**src/rtl/cond_flag_unit.sv**
```systemverilog
// -----------------------------------------------------------------------------
// cond_flag_unit
//
// Holds the architectural NZCV flag register. It checks each instruction's
// 4-bit ARM condition field against the stored flags. It then gates the
// decoder's write strobes (PCS/RegW/MemW) into the PC, register-file and
// memory write enables.
//
// Parameters
//   PIPE_OUT  0: PCSrc/RegWrite/MemWrite/CondEx are combinational from the
//                current inputs.
//             1: the same four outputs are registered, with one cycle of
//                latency.
//
// Ports
//   clk       in   1  system clock, rising edge
//   reset     in   1  asynchronous, active-high reset
//   Cond      in   4  instruction condition field [31:28]
//   ALUFlags  in   4  flags from the ALU, {V,C,N,Z} = [3],[2],[1],[0]
//   FlagW     in   2  [1]: write N,Z   [0]: write C,V
//   PCS       in   1  decoder: instruction writes PC
//   RegW      in   1  decoder: instruction writes register file
//   MemW      in   1  decoder: instruction writes memory
//   NoWrite   in   1  decoder: compare-class op, suppress RegWrite
//   stall     in   1  hold: no flag update, registered outputs hold
//   flush     in   1  kill current instruction: strobes 0, no flag update
//   PCSrc     out  1  gated PCS
//   RegWrite  out  1  gated RegW & ~NoWrite
//   MemWrite  out  1  gated MemW
//   CondEx    out  1  condition passed
//   Flags     out  4  stored flag register, same bit order as ALUFlags
// -----------------------------------------------------------------------------
module cond_flag_unit #(
    parameter bit PIPE_OUT = 1'b0
) (
    input  logic       clk,
    input  logic       reset,
    input  logic [3:0] Cond,
    input  logic [3:0] ALUFlags,
    input  logic [1:0] FlagW,
    input  logic       PCS,
    input  logic       RegW,
    input  logic       MemW,
    input  logic       NoWrite,
    input  logic       stall,
    input  logic       flush,
    output logic       PCSrc,
    output logic       RegWrite,
    output logic       MemWrite,
    output logic       CondEx,
    output logic [3:0] Flags
);

    logic [3:0] flags_q;
    logic       flag_n, flag_z, flag_c, flag_v;
    logic       cond_pass;
    logic       ok;
    logic       pc_src_d, reg_write_d, mem_write_d;

    assign flag_v = flags_q[3];
    assign flag_c = flags_q[2];
    assign flag_n = flags_q[1];
    assign flag_z = flags_q[0];

    // The condition is evaluated against the stored flags only. An
    // instruction that also sets flags therefore sees the values left by
    // earlier instructions. There is no bypass from ALUFlags.
    always_comb begin
        cond_pass = 1'b0;
        case (Cond)
            4'b0000: cond_pass = flag_z;
            4'b0001: cond_pass = ~flag_z;
            4'b0010: cond_pass = flag_c;
            4'b0011: cond_pass = ~flag_c;
            4'b0100: cond_pass = flag_n;
            4'b0101: cond_pass = ~flag_n;
            4'b0110: cond_pass = flag_v;
            4'b0111: cond_pass = ~flag_v;
            4'b1000: cond_pass = flag_c & ~flag_z;
            4'b1001: cond_pass = ~flag_c | flag_z;
            4'b1010: cond_pass = (flag_n == flag_v);
            4'b1011: cond_pass = (flag_n != flag_v);
            4'b1100: cond_pass = ~flag_z & (flag_n == flag_v);
            4'b1101: cond_pass = flag_z | (flag_n != flag_v);
            4'b1110: cond_pass = 1'b1;
            default: cond_pass = 1'b0;  // 1111 is unsupported: never execute
        endcase
    end

    // Reset is included so that no write strobe escapes while reset is held.
    // This covers the combinational output path as well.
    assign ok          = cond_pass & ~flush & ~reset;
    assign pc_src_d    = PCS & ok;
    assign reg_write_d = RegW & ~NoWrite & ok;
    assign mem_write_d = MemW & ok;

    // The two flag halves load independently. FlagW=2'b10 keeps C and V.
    always_ff @(posedge clk or posedge reset) begin
        if (reset) begin
            flags_q <= 4'b0000;
        end else if (ok && !stall) begin
            if (FlagW[1]) flags_q[1:0] <= ALUFlags[1:0];
            if (FlagW[0]) flags_q[3:2] <= ALUFlags[3:2];
        end
    end

    assign Flags = flags_q;

    generate
        if (PIPE_OUT) begin : g_pipe
            logic pc_src_q, reg_write_q, mem_write_q, cond_ex_q;

            // flush beats stall. The gated values are already 0 under flush,
            // so loading them on (flush | ~stall) clears the registers.
            always_ff @(posedge clk or posedge reset) begin
                if (reset) begin
                    pc_src_q    <= 1'b0;
                    reg_write_q <= 1'b0;
                    mem_write_q <= 1'b0;
                    cond_ex_q   <= 1'b0;
                end else if (flush || !stall) begin
                    pc_src_q    <= pc_src_d;
                    reg_write_q <= reg_write_d;
                    mem_write_q <= mem_write_d;
                    cond_ex_q   <= ok;
                end
            end

            assign PCSrc    = pc_src_q;
            assign RegWrite = reg_write_q;
            assign MemWrite = mem_write_q;
            assign CondEx   = cond_ex_q;
        end else begin : g_comb
            assign PCSrc    = pc_src_d;
            assign RegWrite = reg_write_d;
            assign MemWrite = mem_write_d;
            assign CondEx   = cond_pass;
        end
    endgenerate

endmodule

```
**config.mk**
```make
export PLATFORM = sky130hd
export DESIGN_NAME = cond_flag_unit
export DESIGN_NICKNAME = d
export VERILOG_FILES = /design/src/rtl/cond_flag_unit.sv
export SDC_FILE = /design/constraint.sdc
export NUM_CORES = 1
export LEC_CHECK = 0
export CORE_AREA = 2 2 39 41
export DETAILED_ROUTE_END_ITERATION = 8
export DIE_AREA = 0 0 41 43
export GPL_TIMING_DRIVEN = 0
export PLACE_DENSITY = 0.76
export SKIP_LAST_GASP = 1
export SYNTH_ARGS = -nofsm -noshare
export SYNTH_HDL_FRONTEND = slang
export SYNTH_SLANG_ARGS = --single-unit
```
**constraint.sdc**
```tcl
create_clock -name clk -period 3.7 [get_ports clk]
set_clock_uncertainty 0.15 [all_clocks]
set_input_delay 0.555 -clock clk [delete_from_list [all_inputs] [get_ports clk]]
set_output_delay 0.555 -clock clk [all_outputs]
set_load 0.01 [all_outputs]
```
After elaboration in Yosys (flattened, before gate mapping)
Cells that the tools add are included.
Widths: inputs -> output; s select.
{"block": "word_totals", "reg_bits": 4, "in_bits": 18, "output_inout_bits": 8, "wordCells": 41}
{"block": "op_classes", "n_eq_ne": 16, "muxes": 1, "bitwise_logic": 17, "reduce_logical": 5}
{"cell": "$eq 4x4->1 const B", "count": 7}
{"cell": "$eq 4x3->1 const B", "count": 4}
{"cell": "$pmux 1 s15", "count": 1}
{"cell": "$and 1x1->1", "count": 8}
{"cell": "$eq 4x2->1 const B", "count": 2}
{"cell": "$not 1->1", "count": 7}
{"cell": "$eq 4x1->1 const B", "count": 1}
{"cell": "$logic_not 4->1", "count": 1}
{"cell": "$reduce_and 2->1", "count": 2}
{"cell": "$or 1x1->1", "count": 2}
{"cell": "$eq 1x1->1", "count": 1}
{"cell": "$logic_and 1x1->1", "count": 1}
{"cell": "$logic_not 1->1", "count": 1}
{"cell": "$ne 1x1->1", "count": 1}

Depth between registers and ports, before layout
Gate-level depths: netlist (run 1).
{"block": "logic_depth", "ltp_word": 7, "depth_mapped": 8, "depth_no_buf": 6}

Least setup slack after synthesis (run 1)
OpenSTA, ideal clock, no wires.
{"block": "synth_path", "path_kind": "input-to-output", "startpoint": "input Cond[2]", "endpoint": "output MemWrite", "arrival_ns": 2.190, "t_required_ns": 2.995, "path_slack_ns": 0.805, "stages": 8, "n_path_buf": 2, "cell_sequence": "buf_6 or3b_4 nor3b_2 nor2_1 a22o_1 and2_4 buf_6 nor4b_1"}
{"block": "synth_between", "elab_chain_len": 5, "elab_cells_between_ends": 19, "cone_classes": "14 x eq/ne; 1 x mux; 3 x bitwise; 1 x reduce/logical"}
{"item": "from (decl)", "line": "38", "source": "input logic [3:0] Cond,"}
{"item": "$eq 4x4->1 (tied with other cells)", "line": "70", "source": "case (Cond)"}
{"item": "$pmux 1 s15 *", "line": "70"}
{"item": "$and 1x1->1 * (2 in a row)", "line": "92", "source": "assign ok = cond_pass & ~flush & ~reset;"}
{"item": "$and 1x1->1 *", "line": "95", "source": "assign mem_write_d = MemW & ok;"}
{"item": "to (decl)", "line": "49", "source": "output logic MemWrite,"}
Mark *: on every way between the ends. The rest lies on a longest branch, timed or not.

Worst setup path in the final report (run 1)
{"block": "layout_path", "startpoint": "input Cond[0]", "endpoint": "output PCSrc"}
{"block": "layout_between", "elab_chain_len": 5, "elab_cells_between_ends": 19, "cone_classes": "14 x eq/ne; 1 x mux; 3 x bitwise; 1 x reduce/logical"}
{"item": "$eq 4x4->1 (tied with other cells)", "line": "70"}
{"item": "$pmux 1 s15 *", "line": "70"}
{"item": "$and 1x1->1 * (2 in a row)", "line": "92"}
{"item": "$and 1x1->1 *", "line": "93", "source": "assign pc_src_d = PCS & ok;"}
{"item": "to (decl)", "line": "47", "source": "output logic PCSrc,"}
Marks and branches as above.

==> results of run 1 <==
[metal layers]
layer	wire, µm	vias up
li1	-	293
met1	533	273
met2	725	33
met3	114	2
met4	23	0
met5	0	-
[power by group through the flow]
| stage | clock network (W) | registers (W) | logic, W |
|---|---|---|---|
| 4_1_cts | 0.0000573 | 0.0000505 | 0.0000804 |
| 5_1_grt | 0.0000593 | 0.0000511 | 0.0000867 |
| 2_1_floorplan | 0 | 0.0000518 | 0.0000421 |
| 3_5_place_dp | 0 | 0.0000510 | 0.0000796 |
| 3_3_place_gp | 0 | 0.0000508 | 0.0000780 |
| 6_report | 0.0000550 | 0.0000504 | 0.0000804 |
[logic make-up (layout without fill, tap and decap cells)]
family,after synthesis,after routing,synth area share
simple gates,26,26,0.3453
compound gates,21,21,0.3044
buf+inv,10,35,0.1100
xor+xnor,2,2,0.03581
flops,4,4,0.2046
[cell usage after synthesis, drive strengths merged]
master	number	area [µm²]
nor2b	1	6.260
or3b	1	11.26
a311oi	1	8.760
a21boi	4	30.03
a41oi	1	8.760
and2	1	8.760
xnor2	1	8.760
nand2b	4	25.02
nand3	4	20.02
o21ai	4	20.02
and3	1	6.260
nand3b	2	15.01
nor3b	1	12.51
clkbuf	4	16.26
nor3	2	10.01
nor4b	3	26.28
a41o	1	10.01
o22ai	1	6.260
a2111oi	1	8.760
a31oi	4	25.02
inv	4	15.01
dfrtp	4	100.1
a22o	1	8.760
buf	2	22.52
nand2	1	3.750
a211oi	1	7.510
nor4	2	12.51
a22oi	1	7.510
xor2	1	8.760
nor2	3	11.26
o21bai	1	7.510
[cell type report]
type,instances,area [µm²]
Clock buffer,3,22.52
Sequential cell,4,100.1
Buffer,6,38.79
Timing Repair Buffer,22,220.2
Fill cell,141,631.9
Inverter,4,15.01
Tap cell,16,20.02
Multi-Input combinational cell,49,335.3
[worst min-delay path: stages (launching register included)]
cell and delay [ns]:
dfrtp_1 0.40, a31oi_1 0.10, o21ai_0 0.07
[through the flow]
stage | total power, W | setup WS (ns) | hold WS [ns] | utilization
floorplan | 0.00009389 | 0.8051 | 0.1711 | -
detailed placement | 0.0001306 | 0.2152 | 0.4490 | 0.5271
finish | 0.0001857 | 0.1899 | 0.4570 | 0.5434
global route | 0.0001970 | 0.03665 | 0.4966 | 0.5434
global placement | 0.0001288 | 0.2360 | 0.4406 | 0.5271
CTS | 0.0001882 | 0.1866 | 0.4622 | 0.5434
[path summary, 6_finish.rpt]
kind	depth (start not counted)	endpoint	start	slack [ns]
worst max-delay path	9	PCSrc	Cond[0]	0.19
worst min register to register	2	Flags[2]	Flags[2]	0.46
worst min-delay path	2	Flags[2]	Flags[2]	0.46
worst max register to register	8	Flags[0]	Flags[3]	1.46
min in group asynchronous	2	Flags[2]	reset	0.49
max in group asynchronous	2	Flags[3]	reset	2.76
==> key figures, run 1 <==
Floorplan
  – Core area: 0.001384 mm²
  – Row count: 14
  – Die footprint: 0.001763 mm²
  – Starting utilization of the core area: 0.3535
  – Ports: 26
  – Die Width: 41 µm
  – Die Ht: 43 µm

GRT
  – Antenna violations before repair: 0
  – GR Util met3: 0.03665
  – Total Routing Usage GR: 0.1843
  – Largest net degree at the start of global routing: 10
  – Most crowded layer after global routing: met2
  – M2 GR Usage: 0.3156
  – Vias in the first global route: 597
  – Met1 GRT Util: 0.1981
  – Global-route wire length before repair: 2263 µm
  – Gr ovfl total: 0

Setup path
  – Worst EP required: 2.99 ns
  – CP Capture Type: primary output
  – Crit-path leading delay family: buffers and inverters
  – Critical path class: in -> out
  – CP startpoint kind: input port
  – Arr. time, crit path: 2.81 ns
  – CP Buf/Inv Count: 3
  – Worst-path cell chain: clkdlybuf4s50_1 > xor2_1 > a22oi_1 > nor3_1 > a41oi_1 > and2_4 > buf_6 > nor4b_1 > clkdlybuf4s50_1
  – CP dominant cell by count: clkdlybuf4s50_1
  – Critical-path maximum fanout: 8
  – Slowest CP cell: clkdlybuf4s50_1
  – Largest stage delay, worst path: 0.59 ns

Power and ir drop
  – Power Density: 246.9 mW/mm²
  – Leakage power total: 0.2751 nW
  – Psw: 0.00005749 W
  – Int Power: 0.0001282 W
  – Switch share: 0.3096
  – Flop pwr share: 0.271
  – Peak supply drop: 0.2045 mV
  – Clk pwr share: 0.296
  – Combinational fraction of design power: 0.433

STA
  – Worst Max-Slew Pin Slew: 0.7043 ns
  – Tcrit/Tclk final: 0.9487
  – Final min period: 3.510 ns
  – Fmax: 284.9 MHz
  – RSZ-0062 raised after global routing: no
  – Slew HR: 0.5269
  – Total Neg Setup Slack: 0 ns
  – Max-slew violations: 0
  – # setup viols final: 0
  – Hold Vio Cnt, Final: 0

Detailed routing
  – WL/cell: 13.43 µm
  – ANT nets after route: 0
  – Detailed-route wire length: 1397 µm
  – Number of vias per cell: 5.779
  – 1st-iter DRT viols: 10
  – Via count: 601
  – Remaining DRCs: 0
  – Pre-Repair DR Iteration Count: 4

Clock tree
  – Clock latency at the later pin of the worst-skew pair: 0.24 ns
  – TritonCTS buffer count: 3
  – Clock root cell: clkbuf_4
  – Worst-path clk slew: 0.04 ns
  – Setup Buffers After CTS: 0
  – Cts repair resizes: 0
  – Clock Sinks: 4
  – Clock tree buffer depth: 2
  – Hold_buf cts: 0
  – CTS tree: built
  – H-tree depth: 1

Cells and area
  – Design Area, Final: 752.0 µm²
  – Largest register FFs: 4
  – Commonest non-fill, non-tap cell in the layout: clkdlybuf4s50_1
  – Post-Layout Cell Count: 104
  – N_diodes: 0
  – Share of cells above drive strength 1: 0.1023
  – Nets: 108
  – Area Growth Syn to Fin: 53.71%

Placed design
  – Buffers on Ports: 22
  – HPWL Detailed: 1082 µm
  – Area after DPL: 729.5 µm²
  – Placer Congestion: 0.7069
  – Placed Instances: 101

Flow run
  – Number of max-cap violations: 0

Outcome
  – Status: finished, final reports clean

Synthesis
  – Ys Warns: 0
  – Post-Syn Instances: 63
  – Synth Net Count: 81
  – Sequential area share after synthesis: 0.2046
  – Yosys cell types: 32
  – Syn avg cell area: 7.765 µm²
  – #FFs+latches synth: 4
  – Post-Syn Area: 489.2 µm²

Worst hold path
  – Min-Delay Path Class: reg -> reg
No activity file was read; power rests on OpenSTA's default activity.
==> inputs of run 2 (changes only) <==
- CTS_CLUSTER_DIAMETER: not set -> 60
==> results of run 2 <==
Final layout, timing and power as in run 1 (identical DEF).
==> inputs of run 3 (changes only) <==
- HOLD_SLACK_MARGIN: not set -> 0.12
==> results of run 3 <==
Final layout, timing and power as in run 1 (identical DEF).
